$ cat src/rtl/wave_pkg.sv
// wave_pkg: shared types and default widths for the waveform capture path.
//   cap_state_t  - capture FSM state encoding (2-bit)
//   WAVE_ADDR_W  - default RAM address width (depth = 2**WAVE_ADDR_W)
//   WAVE_DATA_W  - default sample width
package wave_pkg;

    localparam int WAVE_ADDR_W = 8;
    localparam int WAVE_DATA_W = 8;

    typedef enum logic [1:0] {
        IDLE    = 2'd0,
        CLEAR   = 2'd1,
        CAPTURE = 2'd2,
        DONE    = 2'd3
    } cap_state_t;

endpackage

$ cat src/rtl/wave_ram.sv
// wave_ram: simple dual-port synchronous RAM, one write port and one
// registered read port. A read and a write to the same address on the same
// edge return the old contents (read-before-write).
//   clk, rst_n       clock; async active-low reset (read register only,
//                    the array itself is never cleared)
//   we/waddr/wdata   write port
//   re/raddr         read enable/address; rdata updates only when re=1
//   rdata            registered read data
module wave_ram #(
    parameter int ADDRESS_WIDTH = 8,
    parameter int DATA_WIDTH    = 8
) (
    input  logic                     clk,
    input  logic                     rst_n,
    input  logic                     we,
    input  logic [ADDRESS_WIDTH-1:0] waddr,
    input  logic [DATA_WIDTH-1:0]    wdata,
    input  logic                     re,
    input  logic [ADDRESS_WIDTH-1:0] raddr,
    output logic [DATA_WIDTH-1:0]    rdata
);

    logic [DATA_WIDTH-1:0] mem [2**ADDRESS_WIDTH];

    always_ff @(posedge clk) begin
        if (we) mem[waddr] <= wdata;
    end

    always_ff @(posedge clk or negedge rst_n) begin
        if (!rst_n)  rdata <= '0;
        else if (re) rdata <= mem[raddr];
    end

endmodule

$ cat src/rtl/wave_capture.sv
// wave_capture: sample writer for the waveform path. Accepts samples over
// valid/ready, writes them into a circular 2**ADDRESS_WIDTH-entry RAM and,
// per accept, returns the sample taken `offset` accepts back (offset 0 is a
// bypass of the incoming sample).
//   clk, rst_n          clock; async active-low reset
//   start, stop         capture control pulses (start wins)
//   continuous          1 = wrap forever, 0 = one pass of D samples
//   in_valid/in_data    sample stream; in_ready = state is CAPTURE
//   offset              readout delay in samples
//   out_valid, dout     delayed readout, 1 cycle after the accept
//   count, wrapped      samples since start (saturating), sticky wrap flag
//   done                state is DONE
// Build option: WAVE_CAPTURE_CLEAR_EN adds a CLEAR pass that zeroes the RAM
// after every start before capture begins.
module wave_capture
    import wave_pkg::*;
#(
    parameter int ADDRESS_WIDTH = WAVE_ADDR_W,
    parameter int DATA_WIDTH    = WAVE_DATA_W
) (
    input  logic                     clk,
    input  logic                     rst_n,
    input  logic                     start,
    input  logic                     stop,
    input  logic                     continuous,
    input  logic                     in_valid,
    input  logic [DATA_WIDTH-1:0]    in_data,
    output logic                     in_ready,
    input  logic [ADDRESS_WIDTH-1:0] offset,
    output logic                     out_valid,
    output logic [DATA_WIDTH-1:0]    dout,
    output logic [ADDRESS_WIDTH:0]   count,
    output logic                     wrapped,
    output logic                     done
);

    localparam logic [ADDRESS_WIDTH-1:0] LAST_ADDR = {ADDRESS_WIDTH{1'b1}};
    localparam logic [ADDRESS_WIDTH:0]   DEPTH     = {1'b1, {ADDRESS_WIDTH{1'b0}}};
    localparam logic [ADDRESS_WIDTH:0]   CNT_LAST  = {1'b0, LAST_ADDR};
`ifdef WAVE_CAPTURE_CLEAR_EN
    localparam cap_state_t START_ST = CLEAR;
`else
    localparam cap_state_t START_ST = CAPTURE;
`endif

    cap_state_t              state, state_nx;
    logic [ADDRESS_WIDTH-1:0] wr_ptr;
    logic [ADDRESS_WIDTH:0]   cnt_q;
    logic                     wrap_q, cont_q;
    logic                     wr_acc, hist_ok, rd_fire;
    logic                     out_vld_q, byp_sel_q;
    logic [DATA_WIDTH-1:0]    byp_q, ram_q;
    logic                     ram_we;
    logic [ADDRESS_WIDTH-1:0] ram_waddr;
    logic [DATA_WIDTH-1:0]    ram_wdata;
`ifdef WAVE_CAPTURE_CLEAR_EN
    logic [ADDRESS_WIDTH-1:0] clr_addr;
`endif

    assign in_ready = (state == CAPTURE);
    assign done     = (state == DONE);
    assign count    = cnt_q;
    assign wrapped  = wrap_q;

    // A sample accepted on a restart cycle is dropped: it belongs to the
    // capture being abandoned.
    assign wr_acc  = in_valid && in_ready && !start;
    assign hist_ok = (cnt_q >= {1'b0, offset});
    assign rd_fire = wr_acc && hist_ok;

    always_ff @(posedge clk or negedge rst_n) begin
        if (!rst_n) state <= IDLE;
        else        state <= state_nx;
    end

    always_comb begin
        state_nx = state;
        case (state)
            IDLE, DONE: if (start) state_nx = START_ST;
            CAPTURE: begin
                if (start)     state_nx = START_ST;
                else if (stop) state_nx = DONE;
                else if (wr_acc && !cont_q && cnt_q == CNT_LAST) state_nx = DONE;
            end
`ifdef WAVE_CAPTURE_CLEAR_EN
            CLEAR: begin
                if (start)                       state_nx = CLEAR;
                else if (stop)                   state_nx = DONE;
                else if (clr_addr == LAST_ADDR)  state_nx = CAPTURE;
            end
`endif
            default: state_nx = IDLE;
        endcase
    end

    always_ff @(posedge clk or negedge rst_n) begin
        if (!rst_n) begin
            wr_ptr <= '0;
            cnt_q  <= '0;
            wrap_q <= 1'b0;
            cont_q <= 1'b0;
        end else if (start) begin
            wr_ptr <= '0;
            cnt_q  <= '0;
            wrap_q <= 1'b0;
            cont_q <= continuous;
        end else if (wr_acc) begin
            wr_ptr <= wr_ptr + 1'b1;
            if (cnt_q != DEPTH)       cnt_q  <= cnt_q + 1'b1;
            if (wr_ptr == LAST_ADDR)  wrap_q <= 1'b1;
        end
    end

`ifdef WAVE_CAPTURE_CLEAR_EN
    always_ff @(posedge clk or negedge rst_n) begin
        if (!rst_n)               clr_addr <= '0;
        else if (start)           clr_addr <= '0;
        else if (state == CLEAR)  clr_addr <= clr_addr + 1'b1;
    end
`endif

    // Write port: captured samples, or zeros while the clear pass runs.
    always_comb begin
        ram_we    = wr_acc;
        ram_waddr = wr_ptr;
        ram_wdata = in_data;
`ifdef WAVE_CAPTURE_CLEAR_EN
        if (state == CLEAR) begin
            ram_we    = 1'b1;
            ram_waddr = clr_addr;
            ram_wdata = '0;
        end
`endif
    end

    // Readout: offset 0 bypasses the RAM (the sample is not stored yet);
    // otherwise the RAM's registered port supplies the old sample. Both
    // sources only load on a qualified readout, so dout holds in between.
    always_ff @(posedge clk or negedge rst_n) begin
        if (!rst_n) begin
            out_vld_q <= 1'b0;
            byp_sel_q <= 1'b0;
            byp_q     <= '0;
        end else begin
            out_vld_q <= rd_fire;
            if (rd_fire) begin
                byp_sel_q <= (offset == '0);
                byp_q     <= in_data;
            end
        end
    end

    assign out_valid = out_vld_q;
    assign dout      = byp_sel_q ? byp_q : ram_q;

    wave_ram #(
        .ADDRESS_WIDTH (ADDRESS_WIDTH),
        .DATA_WIDTH    (DATA_WIDTH)
    ) u_ram (
        .clk   (clk),
        .rst_n (rst_n),
        .we    (ram_we),
        .waddr (ram_waddr),
        .wdata (ram_wdata),
        .re    (rd_fire && (offset != '0)),
        .raddr (wr_ptr - offset),
        .rdata (ram_q)
    );

endmodule

$ cat config.mk
export PLATFORM = sky130hd
export DESIGN_NAME = wave_capture
export DESIGN_NICKNAME = d
export VERILOG_FILES = /design/src/rtl/wave_pkg.sv /design/src/rtl/wave_ram.sv /design/src/rtl/wave_capture.sv
export SDC_FILE = /design/constraint.sdc
export NUM_CORES = 2
export LEC_CHECK = 0
export CAP_MARGIN = 20
export CORE_ASPECT_RATIO = 1.4
export CORE_MARGIN = 5
export CORE_UTILIZATION = 30
export CTS_BUF_LIST = sky130_fd_sc_hd__clkbuf_16
export DETAILED_ROUTE_END_ITERATION = 10
export GPL_TIMING_DRIVEN = 0
export MAX_ROUTING_LAYER = met4
export SYNTH_ARGS = -nofsm -noshare
export SYNTH_HDL_FRONTEND = slang
export SYNTH_HIERARCHICAL = 1
export SYNTH_SLANG_ARGS = --single-unit
$ cat constraint.sdc
create_clock -name clk -period 3.8 [get_ports clk]
set_clock_uncertainty 0.2 [all_clocks]
set_input_delay 0.76 -clock clk [delete_from_list [all_inputs] [get_ports clk]]
set_output_delay 0.76 -clock clk [all_outputs]
set_load 0.01 [all_outputs]
* Word level (Yosys, flattened, before mapping) *
Memories as Yosys holds them, arrays and structs flattened. A register that Yosys moved wholly into a read port is not among the register bits.
Index checks and enable logic that the tools add are counted.

operators by class
  $add $sub $neg = 3
  multipliers = 0
  div/mod/pow operators = 0
  magnitude comparators = 1
  equal/unequal tests = 7
  shifts and indexed selects = 0
  mux-type cells = 16
  bitwise gates (word level) = 0
  reduce and logical (&&, ||, !) cells = 19

operator list
  cell                                                    count
  two-way mux 9 bit                                       3
  two-way mux 8 bit                                       3
  adder 9 x 1 -> 9 bit (second input constant)            1
  equality test 9 x 8 -> 1 bit (second input constant)    1
  >= comparator 9 x 8 -> 1 bit                            1
  inequality test 9 bit (second input constant)           1
  adder 8 x 1 -> 8 bit (second input constant)            1
  equality test 8 bit (second input constant)             1
  zero test 8 bit                                         1
  two-way mux 2 bit                                       4
  nonzero test 8 bit                                      1
  subtractor 8 bit                                        1
  logical AND 1 bit                                       6
  AND reduction 2 bit                                     3
  nonzero test 2 bit                                      3
  two-way mux 1 bit                                       5
  equality test 2 bit (second input constant)             2
  inequality test 4 x 3 -> 1 bit (second input constant)  1
  case mux 2 bit (2 select lines)                         1
  zero test 1 bit                                         3
  zero test 2 bit                                         1
  inequality test 2 bit (second input constant)           1
  OR reduction 2 bit                                      1

word-level totals
  flip-flop bits (word level) = 31
  bits in latches = 0
  memory bits (writable) = 2048
  memory bits (read-only) = 0
  input port bits = 22
  output and inout bits = 21
  word-level logic and storage cells = 55
  memories kept = 1

memories
  memory     depth  bits a word  read ports  clocked after Yosys merged registers in  write ports  line            text
  u_ram.mem  256    8            1           1                                        1            wave_ram.sv:23  logic [DATA_WIDTH-1:0] mem [2**ADDRESS_WIDTH];

* Logic depth before layout (Yosys ltp) *
  depth after elaboration = 9
  depth in mapped cells = 19

* Modules after synthesis *
Netlist, hierarchy kept.

by module, submodules not included
  module        instances  cells each  area each (sq um)  seq. area each (sq um)
  wave_ram      1          3816        79961.7            61699.2
  wave_capture  1          214         2069.5             775.7

* Least setup slack after synthesis *
No wires, ideal clock.

  path type = in2reg
  start = input port offset[0]
  end = register u_ram.rdata[4] (read register of u_ram.mem)
  data arrival time = 3.646 ns
  data required time = 3.476 ns
  setup slack = -0.169 ns
  cell stages on the path = 15
  path buffers = 1
  cells stage by stage = ha_1 fa_1 nor2b_1 o21ai_0 a21boi_0 nor4_1 a311o_1 buf_4 nor3_1 o221ai_1 a21oi_1 nor2_1 a22o_1 and4bb_1 a211o_1

on the way
  word-level cells in the longest chain between the ends = 3
  elaborated cells on any way between the ends = 5
  those cells by class = add/sub (1); order compare (1); reduce/logical (3)

RTL lines
  element                       line                 text
  start, declared               wave_capture.sv:29   input logic [ADDRESS_WIDTH-1:0] offset,
  >= comparator 9 x 8 -> 1 bit  wave_capture.sv:68   assign hist_ok = (cnt_q >= {1'b0, offset});
  logical AND 1 bit             wave_capture.sv:69   assign rd_fire = wr_acc && hist_ok;
  logical AND 1 bit             wave_capture.sv:165  .re (rd_fire && (offset != '0)),
  end, declared                 wave_ram.sv:20       output logic [DATA_WIDTH-1:0] rdata

Parallel ways exist; a longest one is shown, timed or not.
A chain may end at the register's enable or synchronous reset.

* Worst setup path after layout *
  start = register wr_ptr[0], in the netlist ram_waddr[0]
  end = register u_ram.rdata[5] (read register of u_ram.mem)

on the way
  word-level cells in the longest chain between the ends = 1

RTL lines
  element                 line                 text
  start, declared         wave_capture.sv:47   logic [ADDRESS_WIDTH-1:0] wr_ptr;
  start signal, assigned  wave_capture.sv:108  wr_ptr <= wr_ptr + 1'b1;
  subtractor 8 bit        wave_capture.sv:166  .raddr (wr_ptr - offset),

Every way passes these cells.

==> run metrics <==
first-pass GRT wire length=447 mm; # IOs=43; grt met3 use=7.01%; GR Overflow Total=0; clock latency on the worst-skew pair=0.84 ns; Most used DFF post-synth=edfxtp_1; worst flop-to-flop path endpoint=u_ram/rdata[5]; fraction of layout cells with a size suffix above 1=35.5%; Placer Congestion=1.04; EDFF count, synth=2,048; Critical Path Start Type=register; final worst setup slack=-0.513 ns; Ys Warns=6; total global-route track usage=24.3%; clock group share of total power=32.8%; fin area=102,000 sq um; Avg Inst Size Synth=20.4 sq um; Core ar.=273,000 sq um; Max Cap Violations=0; Worst-path clk slew=0.07 ns; vias in the first global route=46.1k; root buf cell=clkbuf_16; Internal=40.9 mW; Final period util=114%; antenna violations before repair=18; power per cell area=572 nW/um^2; critical path class=reg -> reg; Mapped Cells=4,030; # port buffers=42; largest net degree at the start of global routing=146; global route hottest layer=met2; RR Startpoint=ram_waddr[0]; peak supply drop=0.000380 V; htree depth=4; HP Class=in -> async; mapped cell area=82,000 sq um; per-cell routed wire length=41.8 um; Worst Setup End Kind=register; Slew @ Worst Pin=1.24 ns; post-layout net count=4,651; Area Growth Syn to Fin=23.9%; FFs w/ async S/R, synth=1.87%; Die ar.=284,000 sq um; starting density of the core=30.1%; DRT Wirelength=348 mm; final number of max-transition violations=0; Hold Vio Cnt, Final=0; Worst EP arrival=4.91 ns; final setup fails=34; CP Data Required Time=4.40 ns; status=complete, but fails checks; Antenna Nets Post-Route=0; sequential share of the synthesized area=76.2%; R2R setup slack=-0.51 ns; dpl ws=-3.73 ns; Max Fclk=232 MHz; met1 usage=25.5%; syn_nets=4,075; Pleak=32.1 nW; Logic pwr share=23.4%; drc violations=0; DP HPWL=222 mm; sequential power share=43.8%; RSZ-0062 raised after global routing=yes; Switching Share=29.5%; Psw=17.2 mW; Netlist cell types=75; clock sinks=2,087; clk buf depth=4; Reg2Reg Depth=16; grt met2 use=36.4%; Detailed Route Iter0 Violations=7,876; DP Area=87,800 sq um; Die H=629 um; Period minus WS final=4.31 ns; die width=452 um; TritonCTS Buffers=191; worst-path maximum fanout=10; failing checks=negative setup slack; DR vias=50.0k; drt pass-1 iters=6; Seq cells post-synth=2,087; vias per cell=6.01; CTS tree=yes; Slew headroom=16.7%; FP Rows=227
[power groups by stage]
stage / registers, mW / clock network, mW / logic, mW
CTS: 25.4 / 19.2 / 11.8
global route: 25.4 / 20.0 / 13.2
floorplan: 25.9 / 0 / 4.33
detailed placement: 25.9 / 0 / 9.88
finish: 25.4 / 19.1 / 13.6
global placement: 26.2 / 0 / 9.69
[how the worst max path moves through the flow]
stage,slack [ns],endpoint,startpoint
after detailed placement,-3.73,u_ram/rdata[4],offset[0]
after global routing,-0.37,u_ram/rdata[5],ram_waddr[0]
final,-0.51,u_ram/rdata[5],ram_waddr[0]
after CTS,-0.31,u_ram/rdata[2],ram_waddr[0]
after floorplan,0.007,u_ram/rdata[5],offset[0]
after global placement,-6.08,u_ram/mem[26][5],in_data[5]
[layer usage]
layer | vias up | share of wire, %
met4 | 0 | 13
met1 | 26131 | 30
li1 | 17910 | -
met3 | 1532 | 12
met5 | - | 0
met2 | 4390 | 45
[sequential cells by signal, summed over array words and instances (netlist names)]
signal,flops
byp_q,8
byp_sel_q,1
cont_q,1
count,9
out_valid,1
ram_waddr,8
state,2
u_ram/mem,2048
u_ram/rdata,8
wrapped,1
[logic make-up after synthesis]
| group | synth area share (%) |
|---|---|
| flops | 76.2 |
| mux | 14.8 |
| buf+inv | 2.01 |
| fa+ha+maj | 0.360 |
| xor+xnor | 0.182 |
| simple gates | 3.33 |
| compound gates | 3.17 |
[per-stage QoR]
| stage | total power [mW] | hold WS (ns) | setup TNS (ns) | utilization [%] | instances |
|---|---|---|---|---|---|
| floorplan | 30.2 | 0.245 | 0 | - | 4030 |
| global placement | 35.9 | 0.288 | - | 31.9 | 7621 |
| detailed placement | 35.8 | 0.291 | -1989.14 | 32.2 | 7671 |
| CTS | 56.4 | 0.148 | -10.63 | 36.3 | 8127 |
| global route | 58.7 | 0.215 | -2.31 | 37.3 | 8312 |
| finish | 58.1 | 0.176 | -3.42 | 37.3 | 8320 |
[synth_stat cells (all sizes together), types with 31 or more instances]
master | number | area, sq um
edfxtp | 2048 | 61500
mux4 | 445 | 10000
nor2 | 327 | 1230
mux2i | 173 | 1730
buf | 146 | 1180
nand2 | 95 | 357
clkbuf | 94 | 370
o22ai | 76 | 475
a22oi | 54 | 405
nand3 | 53 | 265
a21oi | 47 | 235
nor3 | 42 | 210
dfrtp | 39 | 976
o221ai | 33 | 289
o21ai | 31 | 155
[critical path: stages (launching register included)]
cell,delay (ns)
dfrtp_2,0.41
inv_2,0.06
ha_4,0.20
inv_1,0.10
buf_12,0.17
buf_12,0.15
buf_12,0.19
buf_12,0.23
buf_6,0.34
buf_8,0.30
mux2i_1,0.14
o22ai_1,0.16
nor2_1,0.06
o21ai_0,0.44
nand2_1,0.27
nor3_1,0.42
a221o_1,0.23
[repair_timing]
action / in CTS / in global routing
setup buffers: 125 / 165
endpoints found under the setup margin: 1693 / 1118
endpoints found under the hold margin: 47 / 0
gates resized for setup: 977 / 209
hold buffers: 2 / 0
gates cloned: 2 / 7
pin swaps: 49 / 57
[cell type report]
class | instances | area, sq um
clock inverter | 139 | 1070
clock buffer | 196 | 4900
timing repair buffer | 393 | 4340
sequential | 2087 | 62500
inverter | 28 | 151
antenna | 23 | 57.6
buffer | 230 | 3870
fill | 24597 | 171000
multi-input combinational | 1675 | 20300
tap | 3549 | 4440
[placed cells by master, fill, tap and decap left out, types with 15 or more instances in the layout]
cell / count
buf_8: 42
nor2_2: 89
buf_4: 240
clkinv_2: 24
clkinv_1: 52
a22oi_1: 39
diode_2: 23
mux2i_1: 163
o221ai_1: 26
clkbuf_1: 28
bufinv_16: 17
ha_1: 19
clkdlybuf4s50_1: 31
nand4_1: 29
a22oi_2: 15
inv_1: 54
clkbuf_16: 208
dfrtp_1: 33
nor2_4: 105
clkbuf_8: 21
mux2_2: 21
a211oi_1: 15
nor2_1: 133
buf_16: 75
a21oi_1: 38
o21ai_0: 18
nand2_1: 77
edfxtp_1: 2048
o22ai_1: 62
mux4_2: 443
nor3_1: 26
buf_6: 46
nand3_1: 37
buf_12: 98
Power figures use the tool's default switching activity.
